$ cat src/rtl/alu_ctrl_pkg.sv
// Shared encodings for the multi-cycle ALU control:
// MIPS opcodes/functs, ALU codes, FSM states and instruction classes.
package alu_ctrl_pkg;

    localparam logic [5:0] OP_RTYPE = 6'b000000;
    localparam logic [5:0] OP_J     = 6'b000010;
    localparam logic [5:0] OP_BEQ   = 6'b000100;
    localparam logic [5:0] OP_BNE   = 6'b000101;
    localparam logic [5:0] OP_ADDI  = 6'b001000;
    localparam logic [5:0] OP_ADDIU = 6'b001001;
    localparam logic [5:0] OP_SLTI  = 6'b001010;
    localparam logic [5:0] OP_SLTIU = 6'b001011;
    localparam logic [5:0] OP_ANDI  = 6'b001100;
    localparam logic [5:0] OP_ORI   = 6'b001101;
    localparam logic [5:0] OP_XORI  = 6'b001110;
    localparam logic [5:0] OP_LUI   = 6'b001111;
    localparam logic [5:0] OP_LW    = 6'b100011;
    localparam logic [5:0] OP_SW    = 6'b101011;

    localparam logic [5:0] FN_SLL   = 6'b000000;
    localparam logic [5:0] FN_SRL   = 6'b000010;
    localparam logic [5:0] FN_SRA   = 6'b000011;
    localparam logic [5:0] FN_SLLV  = 6'b000100;
    localparam logic [5:0] FN_SRLV  = 6'b000110;
    localparam logic [5:0] FN_SRAV  = 6'b000111;
    localparam logic [5:0] FN_MULT  = 6'b011000;
    localparam logic [5:0] FN_MULTU = 6'b011001;
    localparam logic [5:0] FN_DIV   = 6'b011010;
    localparam logic [5:0] FN_DIVU  = 6'b011011;
    localparam logic [5:0] FN_ADD   = 6'b100000;
    localparam logic [5:0] FN_ADDU  = 6'b100001;
    localparam logic [5:0] FN_SUB   = 6'b100010;
    localparam logic [5:0] FN_SUBU  = 6'b100011;
    localparam logic [5:0] FN_AND   = 6'b100100;
    localparam logic [5:0] FN_OR    = 6'b100101;
    localparam logic [5:0] FN_XOR   = 6'b100110;
    localparam logic [5:0] FN_NOR   = 6'b100111;
    localparam logic [5:0] FN_SLT   = 6'b101010;
    localparam logic [5:0] FN_SLTU  = 6'b101011;

    localparam logic [3:0] ALU_SLL  = 4'b0000;
    localparam logic [3:0] ALU_SRL  = 4'b0001;
    localparam logic [3:0] ALU_SRA  = 4'b0010;
    localparam logic [3:0] ALU_LUI  = 4'b0011;
    localparam logic [3:0] ALU_SLLV = 4'b0100;
    localparam logic [3:0] ALU_SRLV = 4'b0101;
    localparam logic [3:0] ALU_SRAV = 4'b0110;
    localparam logic [3:0] ALU_ADD  = 4'b1000;
    localparam logic [3:0] ALU_SUB  = 4'b1001;
    localparam logic [3:0] ALU_SLT  = 4'b1010;
    localparam logic [3:0] ALU_SLTU = 4'b1011;
    localparam logic [3:0] ALU_AND  = 4'b1100;
    localparam logic [3:0] ALU_OR   = 4'b1101;
    localparam logic [3:0] ALU_NOR  = 4'b1110;
    localparam logic [3:0] ALU_XOR  = 4'b1111;

    typedef enum logic [2:0] {
        ST_IDLE,
        ST_DECODE,
        ST_EXEC,
        ST_MEM,
        ST_WB,
        ST_MDU
    } state_t;

    typedef enum logic [2:0] {
        CL_ALU,
        CL_LOAD,
        CL_STORE,
        CL_BRANCH,
        CL_JUMP,
        CL_MDU,
        CL_ILLEGAL
    } iclass_t;

endpackage

$ cat src/rtl/alu_func_decode.sv
// Combinational {opcode,funct} decoder: ALU code, class and operand
// controls. Shared with the single-cycle core.
module alu_func_decode
    import alu_ctrl_pkg::*;
#(
    parameter int ENABLE_MDU = 1
) (
    input  logic [5:0] i_opcode,
    input  logic [5:0] i_funct,
    output logic [3:0] o_alu_func,
    output iclass_t    o_class,
    output logic       o_src_b_imm,
    output logic       o_imm_zext,
    output logic       o_reg_dst_rt,
    output logic       o_illegal
);

    localparam iclass_t MDU_CLASS =
        (ENABLE_MDU != 0) ? CL_MDU : CL_ILLEGAL;

    always_comb begin
        o_alu_func   = ALU_ADD;
        o_class      = CL_ILLEGAL;
        o_src_b_imm  = 1'b0;
        o_imm_zext   = 1'b0;
        o_reg_dst_rt = 1'b0;
        case (i_opcode)
            OP_RTYPE: begin
                o_class = CL_ALU;
                case (i_funct)
                    FN_ADD, FN_ADDU: o_alu_func = ALU_ADD;
                    FN_SUB, FN_SUBU: o_alu_func = ALU_SUB;
                    FN_AND:  o_alu_func = ALU_AND;
                    FN_OR:   o_alu_func = ALU_OR;
                    FN_XOR:  o_alu_func = ALU_XOR;
                    FN_NOR:  o_alu_func = ALU_NOR;
                    FN_SLT:  o_alu_func = ALU_SLT;
                    FN_SLTU: o_alu_func = ALU_SLTU;
                    FN_SLL:  o_alu_func = ALU_SLL;
                    FN_SRL:  o_alu_func = ALU_SRL;
                    FN_SRA:  o_alu_func = ALU_SRA;
                    FN_SLLV: o_alu_func = ALU_SLLV;
                    FN_SRLV: o_alu_func = ALU_SRLV;
                    FN_SRAV: o_alu_func = ALU_SRAV;
                    FN_MULT, FN_MULTU, FN_DIV, FN_DIVU:
                        o_class = MDU_CLASS;
                    default: o_class = CL_ILLEGAL;
                endcase
            end
            OP_ADDI, OP_ADDIU, OP_SLTI, OP_SLTIU,
            OP_ANDI, OP_ORI, OP_XORI, OP_LUI: begin
                o_class      = CL_ALU;
                o_src_b_imm  = 1'b1;
                o_reg_dst_rt = 1'b1;
                case (i_opcode)
                    OP_SLTI:  o_alu_func = ALU_SLT;
                    OP_SLTIU: o_alu_func = ALU_SLTU;
                    OP_ANDI:  o_alu_func = ALU_AND;
                    OP_ORI:   o_alu_func = ALU_OR;
                    OP_XORI:  o_alu_func = ALU_XOR;
                    OP_LUI:   o_alu_func = ALU_LUI;
                    default:  o_alu_func = ALU_ADD;
                endcase
                // logical immediates are unsigned in MIPS
                o_imm_zext = (i_opcode == OP_ANDI) ||
                             (i_opcode == OP_ORI)  ||
                             (i_opcode == OP_XORI);
            end
            OP_LW: begin
                o_class      = CL_LOAD;
                o_src_b_imm  = 1'b1;
                o_reg_dst_rt = 1'b1;
            end
            OP_SW: begin
                o_class     = CL_STORE;
                o_src_b_imm = 1'b1;
            end
            OP_BEQ, OP_BNE: begin
                o_class    = CL_BRANCH;
                o_alu_func = ALU_SUB;
            end
            OP_J: o_class = CL_JUMP;
            default: o_class = CL_ILLEGAL;
        endcase
    end

    assign o_illegal = (o_class == CL_ILLEGAL);

endmodule

$ cat src/rtl/alu_ctrl_mc.sv
// Multi-cycle ALU/datapath control: DECODE/EXEC/MEM/WB sequencing
// with an iterative multiply/divide wait state.
module alu_ctrl_mc
    import alu_ctrl_pkg::*;
#(
    parameter int ENABLE_MDU = 1,
    parameter int MDU_CYCLES = 32,
    parameter int CNT_W      = $clog2(MDU_CYCLES + 1)
) (
    input  logic       i_clk,
    input  logic       i_rst_n,
    input  logic       i_valid,
    input  logic [5:0] i_opcode,
    input  logic [5:0] i_funct,
    input  logic       i_alu_zero,
    input  logic       i_mem_ack,
    output logic       o_ready,
    output logic [3:0] o_alu_func,
    output logic       o_src_b_imm,
    output logic       o_imm_zext,
    output logic       o_reg_dst_rt,
    output logic       o_reg_we,
    output logic       o_mem_re,
    output logic       o_mem_we,
    output logic       o_branch,
    output logic       o_mdu_start,
    output logic       o_mdu_busy,
    output logic       o_done,
    output logic       o_illegal
);

    localparam logic [CNT_W-1:0] CNT_LOAD = CNT_W'(MDU_CYCLES - 1);

    state_t           r_state;
    state_t           w_next;
    logic [5:0]       r_opcode;
    logic [5:0]       r_funct;
    logic [CNT_W-1:0] r_cnt;

    logic [3:0] w_alu_func;
    iclass_t    w_class;
    logic       w_src_b_imm;
    logic       w_imm_zext;
    logic       w_reg_dst_rt;
    logic       w_illegal;

    alu_func_decode #(
        .ENABLE_MDU (ENABLE_MDU)
    ) u_dec (
        .i_opcode     (r_opcode),
        .i_funct      (r_funct),
        .o_alu_func   (w_alu_func),
        .o_class      (w_class),
        .o_src_b_imm  (w_src_b_imm),
        .o_imm_zext   (w_imm_zext),
        .o_reg_dst_rt (w_reg_dst_rt),
        .o_illegal    (w_illegal)
    );

    always_ff @(posedge i_clk or negedge i_rst_n) begin
        if (!i_rst_n) begin
            r_state  <= ST_IDLE;
            r_opcode <= '0;
            r_funct  <= '0;
            r_cnt    <= '0;
        end else begin
            r_state <= w_next;
            if (r_state == ST_IDLE && i_valid) begin
                r_opcode <= i_opcode;
                r_funct  <= i_funct;
            end
            if (r_state == ST_DECODE && w_next == ST_MDU) begin
                r_cnt <= CNT_LOAD;
            end else if (r_state == ST_MDU && r_cnt != '0) begin
                r_cnt <= r_cnt - 1'b1;
            end
        end
    end

    always_comb begin
        w_next       = r_state;
        o_ready      = 1'b0;
        o_alu_func   = ALU_ADD;
        o_src_b_imm  = 1'b0;
        o_imm_zext   = 1'b0;
        o_reg_dst_rt = 1'b0;
        o_reg_we     = 1'b0;
        o_mem_re     = 1'b0;
        o_mem_we     = 1'b0;
        o_branch     = 1'b0;
        o_mdu_start  = 1'b0;
        o_mdu_busy   = 1'b0;
        o_done       = 1'b0;
        o_illegal    = 1'b0;
        case (r_state)
            ST_IDLE: begin
                o_ready = 1'b1;
                if (i_valid) w_next = ST_DECODE;
            end
            ST_DECODE: begin
                if (w_illegal) begin
                    o_illegal = 1'b1;
                    w_next    = ST_IDLE;
                end else if (w_class == CL_MDU) begin
                    w_next = ST_MDU;
                end else begin
                    w_next = ST_EXEC;
                end
            end
            ST_EXEC: begin
                o_alu_func   = w_alu_func;
                o_src_b_imm  = w_src_b_imm;
                o_imm_zext   = w_imm_zext;
                o_reg_dst_rt = w_reg_dst_rt;
                case (w_class)
                    CL_LOAD, CL_STORE: w_next = ST_MEM;
                    CL_BRANCH: begin
                        o_branch = (r_opcode == OP_BNE) ?
                                   !i_alu_zero : i_alu_zero;
                        o_done   = 1'b1;
                        w_next   = ST_IDLE;
                    end
                    CL_JUMP: begin
                        o_branch = 1'b1;
                        o_done   = 1'b1;
                        w_next   = ST_IDLE;
                    end
                    default: w_next = ST_WB;
                endcase
            end
            ST_MEM: begin
                o_src_b_imm = 1'b1;
                o_mem_re    = (w_class == CL_LOAD);
                o_mem_we    = (w_class != CL_LOAD);
                if (i_mem_ack) begin
                    if (w_class == CL_LOAD) begin
                        w_next = ST_WB;
                    end else begin
                        o_done = 1'b1;
                        w_next = ST_IDLE;
                    end
                end
            end
            ST_WB: begin
                o_alu_func   = w_alu_func;
                o_src_b_imm  = w_src_b_imm;
                o_imm_zext   = w_imm_zext;
                o_reg_dst_rt = w_reg_dst_rt;
                o_reg_we     = 1'b1;
                o_done       = 1'b1;
                w_next       = ST_IDLE;
            end
            ST_MDU: begin
                o_mdu_busy  = 1'b1;
                // counter sits at its load value only on the entry cycle
                o_mdu_start = (r_cnt == CNT_LOAD);
                if (r_cnt == '0) begin
                    o_done = 1'b1;
                    w_next = ST_IDLE;
                end
            end
            default: w_next = ST_IDLE;
        endcase
    end

endmodule

$ cat config.mk
export PLATFORM = sky130hd
export DESIGN_NAME = alu_ctrl_mc
export DESIGN_NICKNAME = d
export VERILOG_FILES = /design/src/rtl/alu_ctrl_pkg.sv /design/src/rtl/alu_func_decode.sv /design/src/rtl/alu_ctrl_mc.sv
export SDC_FILE = /design/constraint.sdc
export NUM_CORES = 1
export LEC_CHECK = 0
export ABC_AREA = 0
export CAP_MARGIN = 15
export CORE_MARGIN = 4
export CORE_UTILIZATION = 41
export CTS_BUF_LIST = sky130_fd_sc_hd__clkbuf_4 sky130_fd_sc_hd__clkbuf_8
export CTS_CLUSTER_SIZE = 40
export DETAILED_ROUTE_END_ITERATION = 16
export HOLD_SLACK_MARGIN = 0.02
export PLACE_DENSITY = 0.69
export RECOVER_POWER = 25
export SLEW_MARGIN = 5
export SYNTH_ARGS = -nofsm -noshare
export SYNTH_HDL_FRONTEND = slang
export SYNTH_SLANG_ARGS = --single-unit
$ cat constraint.sdc
create_clock -name i_clk -period 1.6 [get_ports i_clk]
set_clock_uncertainty 0.1 [all_clocks]
set_input_delay 0.32 -clock i_clk [delete_from_list [all_inputs] [get_ports i_clk]]
set_output_delay 0.32 -clock i_clk [all_outputs]
set_load 0.005 [all_outputs]
After elaboration in Yosys (flattened, before gate mapping)
Index checks and enable logic that the tools add are counted.

operators by class
  add/subtract/negate cells = 1
  eq/ne operators = 46
  mux-type cells = 38
  reductions and logical operators = 22

operators with widths
  kind                                                             count
  6-bit == test, second input constant                             12
  4-bit case mux with 13 select lines                              1
  6-bit by 4-bit == test with 1-bit output, second input constant  8
  6-bit by 3-bit == test with 1-bit output, second input constant  5
  6-bit by 5-bit == test with 1-bit output, second input constant  5
  4-bit case mux with 6 select lines                               1
  1-bit two-way mux                                                19
  3-bit == test, second input constant                             6
  6-bit by 2-bit == test with 1-bit output, second input constant  3
  6-bit zero test                                                  3
  3-bit two-way mux                                                6
  3-bit case mux with 6 select lines                               1
  16-bit OR reduction                                              1
  3-bit case mux with 5 select lines                               1
  3-bit by 2-bit == test with 1-bit output, second input constant  4
  6-bit two-way mux                                                2
  3-bit case mux with 2 select lines                               2
  4-bit case mux with 3 select lines                               1
  10-bit OR reduction                                              1
  2-bit OR reduction                                               5
  9-bit OR reduction                                               1
  8-bit OR reduction                                               1
  3-bit by 1-bit == test with 1-bit output, second input constant  2
  6-bit nonzero test                                               1
  other kinds (11)                                                 15

storage, ports and cells
  flip-flop bits (word level) = 21
  output and inout bits = 16
  word-level logic and storage cells = 111

Depth between registers and ports, before layout
  word-level depth = 11
  gate-level depth with buffers = 7
  mapped depth without buffers = 7

Hierarchy
Synthesis repeated with hierarchy kept, for this count alone.

unflattened totals
  cells, all modules = 181
  area total of the unflattened synthesis = 1600.3 µm²

modules (own cells, without submodules)
  module           instances  cells an instance  area an instance (µm²)  seq. area each (µm²)
  alu_ctrl_mc      1          121                1232.4                  525.5
  alu_func_decode  1          60                 367.9                   0.0

Worst setup path before layout
Ideal clock, no wire load.

  kind = flip-flop to output port
  start = reg r_opcode[1]
  end = out o_alu_func[3]
  data arrival time = 1.321 ns
  data required time = 1.180 ns
  path slack = -0.141 ns
  cell stages (with the launch flop) = 7
  path buffers = 1
  cell sequence = dfrtp_1 -> buf_6 -> nor3_2 -> nand2_1 -> nor3_2 -> nand2_1 -> a221o_1

between the ends
  cells in the longest elaborated chain, start to end = 4
  elaborated cells on any way between the ends = 16

ends and longest elaborated chain
  what                                                              RTL line                                      source
  start, declared                                                   alu_ctrl_mc.sv:36                             logic [5:0] r_opcode;
  start signal, assigned                                            alu_ctrl_mc.sv:69                             r_opcode <= i_opcode;
  6-bit by 4-bit == test with 1-bit output (tied with other cells)  alu_func_decode.sv:27, alu_func_decode.sv:55
  4-bit case mux with 6 select lines (tied with other cells)        alu_func_decode.sv:55                         case (i_opcode)
  4-bit case mux with 3 select lines (*)                            alu_func_decode.sv:27                         case (i_opcode)
  4-bit two-way mux (*)                                             alu_ctrl_mc.sv:95                             case (r_state)
  end, declared                                                     alu_ctrl_mc.sv:18                             output logic [3:0] o_alu_func,

Mark *: on every way between the ends. The rest lies on a longest branch, timed or not.

Final worst setup path
  start = reg r_funct[2]
  end = out o_illegal

between the ends
  cells in the longest elaborated chain, start to end = 7
  elaborated cells on any way between the ends = 27

ends and longest elaborated chain
  what                                                                        RTL line               source
  start, declared                                                             alu_ctrl_mc.sv:37      logic [5:0] r_funct;
  start signal, assigned                                                      alu_ctrl_mc.sv:70      r_funct <= i_funct;
  6-bit == test (tied with other cells)                                       alu_func_decode.sv:30  case (i_funct)
  16-bit OR reduction (no line) / 4-bit OR reduction (equally long branches)  n/a
  3-bit case mux with 2 select lines (*)                                      alu_func_decode.sv:30
  3-bit case mux with 6 select lines (*)                                      alu_func_decode.sv:27
  3-bit == test (*)                                                           alu_func_decode.sv:87  assign o_illegal = (o_class == CL_ILLEGAL);
  1-bit two-way mux (*)                                                       alu_ctrl_mc.sv:101     if (w_illegal) begin
  1-bit two-way mux (*)                                                       alu_ctrl_mc.sv:95
  end, declared                                                               alu_ctrl_mc.sv:29      output logic o_illegal

Marked as above.

==> results.toml <==
[placement]
io_buffer_count = 32
finalWeightedCongestion = 0.901
dp_slack_ns = -0.651
dp_hpwl_mm = 3.35

[power]
max-vdd-ir-drop_uv = 1240
pwr_density_cell_nw_per_um2 = 2100
leakagePower_nw = 1.43

[status]
violations = "setup timing"
status = "finished, violations left"

[routing]
ant_nets = 0
dr.pass1.iters = 4
wl_mm = 7.21
wl_per_cell_um = 21.2
viasPerCell = 5.87
drt-initial-drc-count = 212
num_vias = 1997
remaining_drc_errors = 0

[global_routing]
gr-usage-met3 = 0.0470
busiest_layer = "met2"
grt_max_degree = 22
grtUsageMet1 = 0.328
grt_usage = 0.283
antenna_found_initial = 0
overflow = 0
grt_pass1_vias = 1934
use_met2 = 0.512
grt_pass1_wl_mm = 9.78

[final_layout]
final_layout_size_suffix_gt1_frac = 0.643
nets = 314
syn_to_final_growth_pct = 98.5
insertedDiodeCount = 0
n_fill_cell = 170

[setup_path]
crit_type = "reg -> out"
path_cells = "buf_4 > o21ai_1 > a31oi_4 > a211o_1 > and3b_1 > buf_2"
cp_max_fo = 4
cp-end-kind = "output port"
worstPathRequired_ns = 1.18
cp.arrival_ns = 1.88
worst_path_max_delay_cell = "dfrtp_1"
critPathLaunchType = "register"
cp_slowest_stage_delay_ns = 0.41

[timing]
fmax_ghz = 0.434
hold_viol = 0
relSlewSlack = 0.631
period_needed_ns = 2.30
grt_setup_unrepaired = "yes"
setup_tns_ns = -9.44
setup_viol = 34
setup_ws_ns = -0.704
tightest_slew_ns = 0.554
slew_viol_final = 0
min_period_over_period = 1.44

[clock_network]
clockRootBuffer = "clkbuf_8"
cts_buffer_depth = 2
cts_max_level = 1
cts_tree = "yes"
clk_pin_slew_ns = 0.08
cts_sinks = 21
numCtsBuffers = 3
clk_latency_ns = 0.27

[synthesis]
ys_warn_count = 0
synthesis.nets = 192
synth.area.top_cells = "dfrtp_1, nand2_1, mux2_2"
synthArstFlopShare = 1.00
synth_flop_cell = "dfrtp_1"
synth_area_per_cell_sq_um = 8.78
yosysSeqAreaShare = 0.346
synth_seq_cells = 21
yosysUniqueCellTypes = 49
synth.largest_area_cell = "dfrtp_1"
synth_edf_count = 0
synthCells = 173
syn_area_sq_um = 1520
synth_top_area_frac = 0.346

[job]
drv_cap = 0

[floorplanning]
core_sq_um = 3470
io_pins = 33
die_w_um = 68.9
fp.dieH_um = 68.9
row_count = 21
dieArea_sq_um = 4740
floorplan.initialDensity = 0.438

[hold_path]
hp-class = "in -> async"
[cell usage in the layout (no fill, tap or decap), drive strengths merged, types with 3 or more instances in the layout]
cell type / count
a21oi: 8
a31oi: 4
and2: 4
buf: 108
clkbuf: 6
clkdlybuf4s50: 15
dfrtp: 21
inv: 8
mux2: 7
nand2: 22
nand2b: 6
nor2: 12
nor3: 10
nor4: 3
o21ai: 17
or2: 3
xnor2: 5
[timing repair]
item,4_1_cts,5_1_grt
gates cloned,1,0
buffers inserted,35,14
endpoints found under the setup margin,34,37
gates resized for setup,139,43
pin swaps,32,34
hold buffers,0,0
[Yosys cell counts (4+ instances only)]
cell type and count:
dfrtp_1 21, nor2_1 12, o21ai_0 14, a31oi_1 4, a21oi_1 8, xnor2_1 5
mux2_2 7, nor3_2 4, buf_2 6, nand2b_1 5, inv_1 6, nand2_1 22
nor3_1 6
[per-layer routing]
| layer | wire [um] | up-vias |
|---|---|---|
| met2 | 3650 | 111 |
| li1 | - | 868 |
| met1 | 2740 | 981 |
| met5 | 0 | - |
| met3 | 439 | 37 |
| met4 | 371 | 0 |
[kinds of logic (layout without fill, tap and decap cells)]
family	count (synthesis)	after routing	synth area share
buffers and inverters	18	138	0.0642
AO/OA/AOI/OAI	42	42	0.188
XOR/XNOR	6	6	0.0346
adder cells (fa/ha/maj)	2	2	0.0165
flip-flops	21	21	0.346
multiplexers	7	7	0.0519
AND/OR/NAND/NOR	77	78	0.299
[area by class of cell]
class / count / area [sq um] / area share
Clock buffer: 4 / 48.8 / 0.0162
Multi-Input combinational cell: 135 / 1260 / 0.417
Sequential cell: 21 / 534 / 0.177
Tap cell: 46 / 57.6 / 0.0191
Inverter: 8 / 30.0 / 0.00996
Timing Repair Buffer: 126 / 1090 / 0.361
[critical path, delay by kind of cell (launching register included)]
kind / cells / cell delay (ns)
AOI/OAI and AO/OA: 3 / 0.72
DFF: 1 / 0.41
buffers and inverters: 2 / 0.30
and+or+nand+nor: 1 / 0.19
[report_power, final]
group	switching [mW]	internal (mW)
clock network	0.182	0.195
logic	2.30	2.53
registers	0.327	0.799
total	2.81	3.53
[flip-flops by register name (all words and copies together) (netlist names)]
signal    count
r_cnt         6
r_funct       6
r_opcode      6
r_state       3
[metrics by stage]
stage                util  area (sq um)  instances  hold slack (ns)  power [mW]
floorplan               -          1580        173          -0.0756        2.62
finish              0.869          3020        340            0.461        6.34
CTS                 0.815          2830        333            0.310        5.45
detailed placement  0.666          2310        296            0.505        4.02
global placement    0.666          2310        296            0.479        3.90
global route        0.869          3020        340            0.508        6.59
[path summary, 6_finish.rpt]
path	startpoint	endpoint	slack, ns	cells after the start
max	r_funct[2]	o_illegal	-0.70	6
min	i_rst_n	r_cnt[2]	0.46	2
max reg2reg	r_cnt[1]	r_cnt[5]	-0.32	6
min reg2reg	r_funct[0]	r_funct[0]	0.57	1
max in group asynchronous	i_rst_n	r_opcode[2]	0.54	2
min in group i_clk	i_funct[5]	r_funct[5]	0.53	3
(Power assumes the default switching activity.)
==> RTL change 1, RTL diff (same flow settings) <==
`MDU_CYCLES`: 32 -> 64.
--- a/src/rtl/alu_ctrl_mc.sv
+++ b/src/rtl/alu_ctrl_mc.sv
@@ -4,7 +4,7 @@
     import alu_ctrl_pkg::*;
 #(
     parameter int ENABLE_MDU = 1,
-    parameter int MDU_CYCLES = 32,
+    parameter int MDU_CYCLES = 64,
     parameter int CNT_W      = $clog2(MDU_CYCLES + 1)
 ) (
     input  logic       i_clk,
Formal check against the unedited RTL: no difference found for any inputs over 10 cycles, from zero or initial values and one cycle with i_rst_n low; that may be too few to reach the edited logic, so the function may still have changed.
==> RTL change 1 against the original RTL <==
- the run still ends with negative setup slack left
- sequential cell count grew 1
- register-to-register slack lost 0.11 ns
- power shrank 5.1%
- area after synthesis grew 8.9%
- via count grew 1.9%
- non-clock buffer count grew 3
- largest power group unchanged
- maximum frequency shrank 7.3%
- final area grew 1.5%
- routed wire length shrank 4.1%
- setup slack lost 0.18 ns
- sequential share of layout area grew 0.28 points
==> RTL change 1: results (changes against the original RTL) <==
| Metric | Value |
|---|---|
| Fin Hold WS | 0.488 ns (+0.0272 ns) |
| CTS resizes | 126 (-9.4%) |
| Pre-CTS setup slack | -0.815 ns (-0.165 ns) |
| Post-CTS setup buffers | 39 (+11%) |
| Sequential area share after synthesis | 0.333 (-0.0131) |
| Antenna diode count | 0 (unchanged) |
| Routability cong. | 0.926 (+2.8%) |
| DRT Pass-1 Iters | 4 (unchanged) |
| Final setup viols | 34 (unchanged) |
| Setup ws final | -0.885 ns (-0.181 ns) |
| Net count after synthesis | 203 (+5.7%) |
| Nets@finish | 325 (+3.5%) |
| Dpl cell area | 2450 µm² (+6.3%) |
| Synth Area per Inst | 9.04 µm² (+2.9%) |
| PortBufs | 32 (unchanged) |
| Worst slew margin | 0.594 (-0.0361) |
| Vias in the first global route | 2142 (+11%) |
| Fraction of layout cells with a size suffix above 1 | 0.556 (-0.0869) |
| VDD IR max | 0.00109 V (-12%) |
| Overall routing resource usage | 0.261 (-0.0218) |
| H-Tree Depth | 1 (unchanged) |
| First-pass GRT wire length | 10600 µm (+8.7%) |
| Initial DRC count | 152 (-28%) |
| Largest net degree at the start of global routing | 23 (+4.5%) |
| Top post-synthesis cells by area | dfrtp_1, mux2_2, nand2_1 |
| R2r worst-path depth | 7 (+1) |
| P_seq | 1.04 mW (-8%) |
| Initial antenna violation count | 0 (unchanged) |
| P_clk | 0.418 mW (+11%) |
| Failing checks | negative setup slack |
| Count of cell types in the netlist | 59 (+20%) |
| Setup slack, reg-to-reg | -0.43 ns (-0.11 ns) |
| Layout Cells excl Fill | 352 (+3.5%) |
| Biggest regs | r_cnt (7), r_funct (6), r_opcode (6) |
| Final WL | 6910 µm (-4.1%) |
| Reg power frac | 0.173 (-0.005) |
| Async S/R FF share, synth | 1.00 (unchanged) |
| Placed insts | 310 (+4.7%) |
| Clock transition at the registers of the reported paths | 0.09 ns |
| Arrival time worst endpoint | 2.06 ns (+0.18 ns) |
| Status | finished, violations left |
| Pint | 3.50 mW (-0.87%) |
| DR vias/cell | 5.78 (-1.6%) |
| Pleak | 1.41 nW (-0.82%) |
| Dpl hpwl | 3590 µm (+7.2%) |
| Setup TNS | -13.56 ns (-4.12 ns) |
| Worst Hold Class | primary input to asynchronous set/reset pin |
| Fin. max-slew vios | 0 (unchanged) |
| Most frequent cells after synthesis | dfrtp_1, nand2_1, nor2_1 |
| Worst skew pair latency | 0.27 ns (about the same) |
| Crit-path max FO | 3 (-1) |
| Clock buffer depth | 2 (unchanged) |
RTL change 1: layout make-up:
type                    instances  area [µm²]
repair buffers                129        1100
clock buffers                   4        55.1
inverters                       7        26.3
fillers                       208         712
multi-input cells             142        1260
well taps                      48        60.1
flip-flops and latches         22         551
RTL change 1: worst max-delay path, cell delays in order (launching register included):
cell     delay (ns)
dfrtp_1        0.43
buf_6          0.13
or4_4          0.45
buf_6          0.14
nor3_2         0.09
a32oi_1        0.10
a311o_1        0.32
buf_2          0.14
RTL change 1: logic make-up after synthesis:
group | after synthesis | share of synthesized area
and+or+nand+nor | 75 | 0.264
AOI/OAI and AO/OA | 50 | 0.234
DFF | 22 | 0.333
buffers and inverters | 19 | 0.0605
muxes | 8 | 0.0545
xor gates and xnor gates | 6 | 0.0318
adders and majority gates | 3 | 0.0227
RTL change 1: layer usage:
layer / wire, µm / vias to the layer above / GRT usage
li1: - / 918 / -
met1: 2560 / 962 / 0.297
met2: 3530 / 118 / 0.496
met3: 470 / 37 / 0.0323
met4: 350 / 0 / 0.0919
met5: 0 / - / 0
RTL change 1: path summary, 6_finish.rpt:
| path | start | to |
|---|---|---|
| max | r_opcode[0]$_DFFE_PN0P_ | o_alu_func[3] |
| max reg2reg | r_opcode[2]$_DFFE_PN0P_ | r_state[2]$_DFF_PN0_ |
| min | i_rst_n | r_cnt[6]$_DFFE_PN0P_ |
| min in group i_clk | i_funct[3] | r_funct[3]$_DFFE_PN0P_ |
| max in group asynchronous | i_rst_n | r_cnt[1]$_DFFE_PN0P_ |
| min reg2reg | r_funct[2]$_DFFE_PN0P_ | r_funct[2]$_DFFE_PN0P_ |
==> RTL change 2, RTL diff (same flow settings) <==
Made on the original files. The 6 states of `state_t` get a one-hot encoding in 6 bits.
--- a/src/rtl/alu_ctrl_pkg.sv
+++ b/src/rtl/alu_ctrl_pkg.sv
@@ -54,13 +54,13 @@
     localparam logic [3:0] ALU_NOR  = 4'b1110;
     localparam logic [3:0] ALU_XOR  = 4'b1111;
 
-    typedef enum logic [2:0] {
-        ST_IDLE,
-        ST_DECODE,
-        ST_EXEC,
-        ST_MEM,
-        ST_WB,
-        ST_MDU
+    typedef enum logic [5:0] {
+        ST_IDLE   = 6'b000001,
+        ST_DECODE = 6'b000010,
+        ST_EXEC   = 6'b000100,
+        ST_MEM    = 6'b001000,
+        ST_WB     = 6'b010000,
+        ST_MDU    = 6'b100000
     } state_t;
 
     typedef enum logic [2:0] {
Check against the original RTL: no difference found for any inputs over 10 cycles, from zero or initial values and one cycle with i_rst_n low; not proved beyond that.
==> RTL change 2 against the original RTL <==
- area after synthesis increased by 11%
- power is 21% lower
- setup slack lost 0.089 ns
- synthesized cell count is 8.7% higher
- highest routed layer unchanged
- critical path depth up 1
- sequential cell count grew 3
- routed wire length shrank 10%
- first-iteration DRC count fell by 46%
- final area rose by 5.0%
- register-to-register slack got worse by 0.03 ns
- the flow still finishes with violations (negative setup slack)
- global-route usage down 4.0 points
==> RTL change 2: results (changes against the original RTL) <==
| Metric | Value |
|---|---|
| Crit-path max FO | 3 (-1) |
| Pre-CTS setup slack | -0.726 ns (-0.0756 ns) |
| Fraction of layout cells with a size suffix above 1 | 0.603 (-0.0396) |
| Routability cong. | 0.910 (+1.1%) |
| Sw frac | 0.397 (-0.0466) |
| Worst slew pin tran | 0.550 ns (-0.00376 ns) |
| Placed insts | 321 (+8.4%) |
| Detail Route met3 WL | 221 µm (-50%) |
| First-pass GRT wire length | 9750 µm (-0.36%) |
| Final setup viols | 40 (+18%) |
| Initial DRC count | 114 (-46%) |
| Routed WL per cell | 18.0 µm (-15%) |
| Pleak | 1.44 nW (+1.3%) |
| P_seq | 1.05 mW (-7%) |
| Post-CTS setup buffers | 29 (-17%) |
| Nets@finish | 331 (+5.4%) |
| CTS resizes | 127 (-8.6%) |
| Dpl cell area | 2510 µm² (+8.7%) |
| Sequential area share after synthesis | 0.358 (+0.0117) |
| Met2 routed WL | 3320 µm (-9.3%) |
| Top post-synthesis cells by area | dfrtp_1, mux2_2, nand2_1 |
| Setup ws final | -0.792 ns (-0.0886 ns) |
| Setup slack, reg-to-reg | -0.35 ns (-0.03 ns) |
| Met2 GRT Util | 0.421 (-0.0913) |
| Post-Synthesis Cells | 188 (+8.7%) |
| VDD IR max | 0.00117 V (-5.7%) |
| Arrival time worst endpoint | 1.97 ns (+0.09 ns) |
| FF-to-FF Start | r_state[0]$_DFF_PN1_ |
| Failing checks | negative setup slack |
| Most frequent cells after synthesis | dfrtp_1, nand2_1, nor2_1 |
| Met1 usage | 0.290 (-0.0381) |
| Setup TNS | -16.07 ns (-6.63 ns) |
| Status | finished, violations left |
| Met3 usage | 0.0319 (-0.0151) |
| Fin Hold WS | 0.216 ns (-0.246 ns) |
| Met1 wire length | 2730 µm (-0.44%) |
| Critical path origin | r_opcode[0]$_DFFE_PN0P_ |
| P_clk | 0.541 mW (+44%) |
| Count of cell types in the netlist | 51 (+4.1%) |
-- RTL change 2: changes by cell type in the layout (fill, tap and decap cells not counted), moves of 5 or more --
cell / before / now
buf_4: 62 / 70
dfrtp_1: 14 / 20
o21ai_1: 6 / 1
mux2_4: 7 / 0
buf_6: 33 / 26
mux2_2: 0 / 12
-- RTL change 2: kinds of logic after synthesis --
group                      count (synthesis)  synth area share
xor gates and xnor gates                   9            0.0468
AOI/OAI and AO/OA                         41             0.161
and+or+nand+nor                           80             0.276
DFF                                       24             0.358
adders and majority gates                  3            0.0223
muxes                                     12            0.0803
buffers and inverters                     19            0.0565
-- RTL change 2: cell type report --
cell class / count / area, µm²
flip-flops and latches: 24 / 606
fillers: 232 / 806
well taps: 50 / 62.6
inverters: 9 / 33.8
multi-input cells: 146 / 1300
clock buffers: 3 / 41.3
repair buffers: 127 / 1090
clock inverters: 1 / 30.0
